[src/rtl/iagc_controller_pkg.sv]
`default_nettype none
// iagc_controller_pkg: status codes, opcodes and capture-length helper shared by the IAGC core.
// Rev 1.0
package iagc_controller_pkg;

  typedef enum logic [3:0] {
    ST_RESET     = 4'd0,
    ST_INIT      = 4'd1,
    ST_IDLE      = 4'd2,
    ST_SAMPLE    = 4'd3,
    ST_CMD_PARSE = 4'd4,
    ST_CMD_READ  = 4'd5,
    ST_CMD_ERROR = 4'd6,
    ST_DUMP_MEM  = 4'd7,
    ST_CLEAN_MEM = 4'd8
  } status_e;

  localparam logic [3:0] OP_RESET     = 4'd0;
  localparam logic [3:0] OP_SAMPLE    = 4'd1;
  localparam logic [3:0] OP_SET_DECIM = 4'd2;
  localparam logic [3:0] OP_CLEAN_MEM = 4'd3;
  localparam logic [3:0] OP_DUMP_MEM  = 4'd4;
  localparam logic [3:0] OP_SET_MEM   = 4'd5;

  // Index of the last captured word; lengths beyond the memory depth saturate.
  function automatic int unsigned last_index(input int unsigned log2,
                                             input int unsigned depth_log2);
    int unsigned eff;
    eff = (log2 > depth_log2) ? depth_log2 : log2;
    return (32'd1 << eff) - 32'd1;
  endfunction

endpackage
`default_nettype wire

[src/rtl/iagc_dump_sequencer.sv]
`default_nettype none
// iagc_dump_sequencer: streams memory words 0..last_idx to the UART with ready/valid handshake.
// Rev 1.0
module iagc_dump_sequencer #(
  parameter int ADDR_SIZE = 10,
  parameter int DATA_SIZE = 8
) (
  input  logic                 clock,
  input  logic                 reset_n,
  input  logic                 start,
  input  logic [ADDR_SIZE-1:0] last_idx,
  input  logic [DATA_SIZE-1:0] rdata,
  input  logic                 tx_ready,
  output logic [ADDR_SIZE-1:0] addr,
  output logic                 tx_valid,
  output logic [DATA_SIZE-1:0] tx_data,
  output logic                 done
);

  logic                 busy;
  logic                 rd_pend;
  logic [ADDR_SIZE-1:0] tx_idx;

  // The address advances as soon as a word is loaded, so the next read overlaps
  // the handshake of the current byte and sustains one byte per two cycles.
  always_ff @(posedge clock or negedge reset_n) begin
    if (!reset_n) begin
      busy     <= 1'b0;
      rd_pend  <= 1'b0;
      tx_valid <= 1'b0;
      tx_data  <= '0;
      addr     <= '0;
      tx_idx   <= '0;
    end else if (start) begin
      busy     <= 1'b1;
      rd_pend  <= 1'b0;
      tx_valid <= 1'b0;
      addr     <= '0;
    end else if (busy) begin
      if (tx_valid) begin
        if (tx_ready) begin
          tx_valid <= 1'b0;
          if (tx_idx == last_idx) begin
            busy <= 1'b0;
          end else begin
            rd_pend <= 1'b1;
          end
        end
      end else if (rd_pend) begin
        tx_data  <= rdata;
        tx_valid <= 1'b1;
        rd_pend  <= 1'b0;
        tx_idx   <= addr;
        addr     <= addr + 1'b1;
      end else begin
        rd_pend <= 1'b1;
      end
    end
  end

  assign done = busy && tx_valid && tx_ready && (tx_idx == last_idx);

endmodule
`default_nettype wire

[src/rtl/iagc_controller.sv]
`default_nettype none
// iagc_controller: top-level IAGC sequencer for commands, sample capture, memory clean and dump.
// Rev 1.0
module iagc_controller
  import iagc_controller_pkg::*;
#(
  parameter int IAGC_STATUS_SIZE = 4,
  parameter int CMD_PARAM_SIZE   = 4,
  parameter int DATA_SIZE        = 8,
  parameter int ADDR_SIZE        = 10,
  parameter int INIT_CYCLES      = 16
) (
  input  logic                        i_clock,
  input  logic                        i_reset_n,
  input  logic                        i_rx_valid,
  input  logic [DATA_SIZE-1:0]        i_rx_data,
  output logic [DATA_SIZE-1:0]        o_cmd,
  output logic [IAGC_STATUS_SIZE-1:0] o_iagc_status,
  input  logic                        i_cmd_reset,
  input  logic                        i_cmd_sample,
  input  logic                        i_cmd_set_decim,
  input  logic                        i_cmd_clean_mem,
  input  logic                        i_cmd_dump_mem,
  input  logic                        i_cmd_set_mem,
  input  logic [CMD_PARAM_SIZE-1:0]   i_cmd_param,
  input  logic                        i_sample_valid,
  input  logic [DATA_SIZE-1:0]        i_sample_data,
  output logic [ADDR_SIZE-1:0]        o_mem_addr,
  output logic                        o_mem_we,
  output logic [DATA_SIZE-1:0]        o_mem_wdata,
  input  logic [DATA_SIZE-1:0]        i_mem_rdata,
  output logic                        o_tx_valid,
  output logic [DATA_SIZE-1:0]        o_tx_data,
  input  logic                        i_tx_ready,
  output logic                        o_error
);

  localparam int INIT_W = (INIT_CYCLES > 1) ? $clog2(INIT_CYCLES) : 1;

  status_e                   state, state_next;
  logic [DATA_SIZE-1:0]      cmd_next;
  logic [CMD_PARAM_SIZE-1:0] decim, decim_next;
  logic [CMD_PARAM_SIZE-1:0] len_log2, len_log2_next;
  logic [CMD_PARAM_SIZE-1:0] dcnt, dcnt_next;
  logic [INIT_W-1:0]         init_cnt, init_cnt_next;
  logic [ADDR_SIZE-1:0]      ptr, ptr_next;
  logic [ADDR_SIZE-1:0]      addr_reg, addr_next;
  logic [DATA_SIZE-1:0]      wdata_next;
  logic                      we_next, error_next;
  logic                      dump_start, dump_done;
  logic [ADDR_SIZE-1:0]      dump_addr, last_idx;

  assign last_idx      = ADDR_SIZE'(last_index(32'(len_log2), ADDR_SIZE));
  assign o_iagc_status = IAGC_STATUS_SIZE'(state);
  assign o_mem_addr    = (state == ST_DUMP_MEM) ? dump_addr : addr_reg;

  always_ff @(posedge i_clock or negedge i_reset_n) begin
    if (!i_reset_n) state <= ST_RESET;
    else            state <= state_next;
  end

  always_comb begin
    state_next    = state;
    cmd_next      = o_cmd;
    decim_next    = decim;
    len_log2_next = len_log2;
    dcnt_next     = dcnt;
    init_cnt_next = init_cnt;
    ptr_next      = ptr;
    addr_next     = addr_reg;
    wdata_next    = o_mem_wdata;
    we_next       = 1'b0;
    error_next    = 1'b0;
    dump_start    = 1'b0;
    case (state)
      ST_RESET: begin
        decim_next    = '0;
        len_log2_next = CMD_PARAM_SIZE'(ADDR_SIZE);
        init_cnt_next = '0;
        state_next    = ST_INIT;
      end
      ST_INIT: begin
        if (init_cnt == INIT_W'(INIT_CYCLES - 1)) state_next = ST_IDLE;
        else init_cnt_next = init_cnt + 1'b1;
      end
      ST_IDLE: begin
        if (i_rx_valid) begin
          cmd_next   = i_rx_data;
          state_next = ST_CMD_READ;
        end
      end
      ST_CMD_READ: state_next = ST_CMD_PARSE;
      ST_CMD_PARSE: begin
        if (i_cmd_reset) begin
          state_next = ST_RESET;
        end else if (i_cmd_sample) begin
          ptr_next   = '0;
          dcnt_next  = '0;
          state_next = ST_SAMPLE;
        end else if (i_cmd_set_decim) begin
          decim_next = i_cmd_param;
          state_next = ST_IDLE;
        end else if (i_cmd_clean_mem) begin
          we_next    = 1'b1;
          addr_next  = '0;
          wdata_next = '0;
          state_next = ST_CLEAN_MEM;
        end else if (i_cmd_dump_mem) begin
          dump_start = 1'b1;
          state_next = ST_DUMP_MEM;
        end else if (i_cmd_set_mem) begin
          len_log2_next = i_cmd_param;
          state_next    = ST_IDLE;
        end else begin
          error_next = 1'b1;
          state_next = ST_CMD_ERROR;
        end
      end
      ST_CMD_ERROR: state_next = ST_IDLE;
      ST_SAMPLE: begin
        // Stay through the final write cycle so the write lands inside SAMPLE.
        if (o_mem_we && addr_reg == last_idx) begin
          state_next = ST_IDLE;
        end else if (i_sample_valid) begin
          if (dcnt == decim) begin
            we_next    = 1'b1;
            addr_next  = ptr;
            wdata_next = i_sample_data;
            ptr_next   = ptr + 1'b1;
            dcnt_next  = '0;
          end else begin
            dcnt_next = dcnt + 1'b1;
          end
        end
      end
      ST_CLEAN_MEM: begin
        if (addr_reg == {ADDR_SIZE{1'b1}}) begin
          state_next = ST_IDLE;
        end else begin
          we_next   = 1'b1;
          addr_next = addr_reg + 1'b1;
        end
      end
      ST_DUMP_MEM: begin
        if (dump_done) state_next = ST_IDLE;
      end
      default: state_next = ST_RESET;
    endcase
  end

  always_ff @(posedge i_clock or negedge i_reset_n) begin
    if (!i_reset_n) begin
      o_cmd       <= '0;
      decim       <= '0;
      len_log2    <= CMD_PARAM_SIZE'(ADDR_SIZE);
      dcnt        <= '0;
      init_cnt    <= '0;
      ptr         <= '0;
      addr_reg    <= '0;
      o_mem_wdata <= '0;
      o_mem_we    <= 1'b0;
      o_error     <= 1'b0;
    end else begin
      o_cmd       <= cmd_next;
      decim       <= decim_next;
      len_log2    <= len_log2_next;
      dcnt        <= dcnt_next;
      init_cnt    <= init_cnt_next;
      ptr         <= ptr_next;
      addr_reg    <= addr_next;
      o_mem_wdata <= wdata_next;
      o_mem_we    <= we_next;
      o_error     <= error_next;
    end
  end

  iagc_dump_sequencer #(
    .ADDR_SIZE (ADDR_SIZE),
    .DATA_SIZE (DATA_SIZE)
  ) u_dump (
    .clock    (i_clock),
    .reset_n  (i_reset_n),
    .start    (dump_start),
    .last_idx (last_idx),
    .rdata    (i_mem_rdata),
    .tx_ready (i_tx_ready),
    .addr     (dump_addr),
    .tx_valid (o_tx_valid),
    .tx_data  (o_tx_data),
    .done     (dump_done)
  );

endmodule
`default_nettype wire

[config.mk]
export PLATFORM = sky130hd
export DESIGN_NAME = iagc_controller
export DESIGN_NICKNAME = d
export VERILOG_FILES = /design/src/rtl/iagc_controller_pkg.sv /design/src/rtl/iagc_dump_sequencer.sv /design/src/rtl/iagc_controller.sv
export SDC_FILE = /design/constraint.sdc
export NUM_CORES = 1
export LEC_CHECK = 0
export CELL_PAD_IN_SITES_DETAIL_PLACEMENT = 0
export CELL_PAD_IN_SITES_GLOBAL_PLACEMENT = 1
export CORE_ASPECT_RATIO = 0.8
export CORE_MARGIN = 4
export CORE_UTILIZATION = 40
export DETAILED_ROUTE_END_ITERATION = 6
export DONT_BUFFER_PORTS = 1
export MAX_ROUTING_LAYER = met4
export PLACE_DENSITY_LB_ADDON = 0.1
export SYNTH_ARGS = -nofsm -noshare
export SYNTH_HDL_FRONTEND = slang
export SYNTH_SLANG_ARGS = --single-unit
export TNS_END_PERCENT = 1
[constraint.sdc]
create_clock -name i_clock -period 4.7 [get_ports i_clock]
set_input_delay 0.47 -clock i_clock [delete_from_list [all_inputs] [get_ports i_clock]]
set_output_delay 0.47 -clock i_clock [all_outputs]
set_load 0.05 [all_outputs]
==> impl_metrics.toml <==
[run_status]
outcome = "finished, violations left"
violations = "hold timing"

[detailed_routing]
vias_per_cell = 5.78
ant_nets = 0
wl_um = 13200
drc = 0
drt-wirelength-per-cell_um = 19.7
firstDrtPassIters = 5
vias = 3864
drtIter0Drc = 285

[synthesis]
syn_nets = 547
synth_area_leaders = "dfrtp_1, mux2_2, nand2_1, nor2_1, nand3_1"
syn_area_mm2 = 0.00513
post-synth-top-area-cell = "dfrtp_1"
synth_cell_types = 72
yosysMostFrequentCell = "dfrtp_1"
yosysTopAreaCellShare = 0.424
synth_ff_type = "dfrtp_1"
async_reset_ff_frac = 1.00
ys_seq_area_frac = 0.434
ys_ff_latch = 89
synth_edf_count = 0
yosysWarnings = 0
synth_common_cells = "dfrtp_1, mux2_2, nand2_1, nor2_1, nand3_1"
synthCells = 502
synth.avg_cell_area_um2 = 10.2

[cells_and_area]
ff_latch_area_mm2 = 0.00223
area_growth_pct = 9.33
final_layout_size_suffix_gt1_frac = 0.189
multi_input_area_mm2 = 0.00272
fill_cells = 1173
antennaDiodeCount = 0
nets = 538

[sta]
final.setup_skew_ps = 6.98
finalHoldViolations = 1
min_period_ps = 3660
min_period_over_period = 0.778
worst_slew_pin_slew_ps = 773
setup_tns_ps = 0
grt_setup_unrepaired = "false"
fin_ws_ps = 1040
relSlewSlack = 0.482
slew_viol_final = 0
setup_violations = 0
hold_ws_ps = -4.83
max_freq_ghz = 0.273

[power_and_ir_drop]
powerDensity_mw_per_mm2 = 720
swShare = 0.487
peakVddDrop_uv = 331
p_int_uw = 2070
combPwrFrac = 0.372
pwr-share-seq = 0.440
p_switching_uw = 1970
clock_power_share = 0.188
p_leak_uw = 0.00228

[clock_tree]
post_cts_buffers = 0
clk_latency_ps = 350
clock_sinks = 89
ctsLongestPathBuffers = 2
cts_buffers = 9
cts_tree = "built"
postCtsHoldBufs = 1
clkSlewWorstSetupHoldPaths_ps = 70
ctsResizeCount = 0
htree_levels = 3
clockRootBuffer = "clkbuf_16"

[die]
dieArea_mm2 = 0.0147
rows = 36
dieWidth_um = 135
initial_core_util = 0.415
core_mm2 = 0.0124
ios = 80
die_h_um = 109

[global_routing]
grt_use_total = 0.195
grt_first_pass_wirelength_um = 21600
grt_overflow = 0
grt_max_degree = 90
grt_pass1_vias = 3873
antenna_found_initial = 0

[setup_path]
critPathMaxFanout = 19
path_cells = "or4b_2, ha_1, or3_1, a21oi_1, a211oi_4, nor4_4, a21oi_2, mux2_4"
slowest_stage = "or4b_2"
critical_path_class = "reg -> reg"
r2r_slack_ps = 1040
worstSetupEndpointType = "flop"
max_stage_delay_ps = 750
crit_buf_inv = 0
crit_family = "simple AND/OR/NAND/NOR gates"
start_kind = "flop"
required_ps = 4940
cp_data_arrival_time_ps = 3900

[run]
cap_violations = 0

[placed_design]
place_hpwl_um = 9450
globalplace.congestion = 0.849
io_buffers = 0
place_ws_ps = 1050

[worst_hold_path]
hold_class = "in -> async"
==> power groups by stage <==
stage,registers [uW],logic (uW),clock network [uW]
2_1_floorplan,1640,1320,0
3_3_place_gp,1790,1460,0
3_5_place_dp,1790,1490,0
4_1_cts,1780,1510,791
5_1_grt,1840,1670,822
6_report,1780,1500,761
==> cell usage in the layout, fill, tap and decap left out, types with 7 or more instances in the layout <==
master	instances
dfrtp_1	87
mux2_2	40
nor2_1	38
nand2_1	38
nand3_1	26
a21oi_1	17
o21ai_0	13
nor3_1	13
a22o_1	11
xor2_1	11
mux2i_1	11
xnor2_1	11
inv_1	10
buf_4	10
and3_1	9
clkbuf_16	9
nor4_1	8
nor3b_1	7
nand4_1	7
a31oi_1	7
nand2b_1	7
==> metrics by stage <==
stage	hold slack (ps)	power (uW)	instances	utilization	cell area, um^2
finish	-4.83	4040	669	0.453	5610
global route	51.1	4330	669	0.453	5610
CTS	40.0	4080	669	0.453	5610
detailed placement	177	3280	652	0.426	5280
global placement	177	3250	652	0.426	5280
floorplan	174	2960	502	-	5130
==> per-layer routing <==
layer,vias up,GRT usage,share of wire
li1,1846,-,-
met1,1900,0.278,0.50
met2,107,0.265,0.41
met3,11,0.0572,0.072
met4,0,0.0610,0.014
met5,-,-,0
==> cell type report <==
| cell class | count | share of cell area |
|---|---|---|
| Multi-Input combinational cell | 372 | 0.484 |
| Sequential cell | 89 | 0.397 |
| Clock buffer | 9 | 0.0401 |
| Tap cell | 171 | 0.0381 |
| Timing Repair Buffer | 11 | 0.0183 |
| Clock inverter | 7 | 0.0154 |
| Inverter | 10 | 0.00669 |
==> worst paths after layout <==
| path | cells after the start | start | end |
|---|---|---|---|
| max | 8 | len_log2[2] | dcnt[0] |
| min reg2reg | 1 | u_dump.tx_idx[2] | u_dump.tx_idx[2] |
| max in group asynchronous | 1 | i_reset_n | addr_reg[2] |
| min in group i_clock | 1 | i_cmd_set_mem | o_error |
| min | 1 | i_reset_n | init_cnt[1] |
| max reg2reg | 8 | len_log2[2] | dcnt[0] |
==> logic make-up (layout without fill, tap and decap cells) <==
logic type	count (synthesis)	count (layout)	synth area share
compound gates	98	98	0.147
xor+xnor	22	22	0.0375
simple gates	192	192	0.213
buf+inv	41	37	0.0363
flops	89	89	0.434
mux	54	54	0.118
fa+ha+maj	6	6	0.0146
Power figures use the tool's default switching activity.
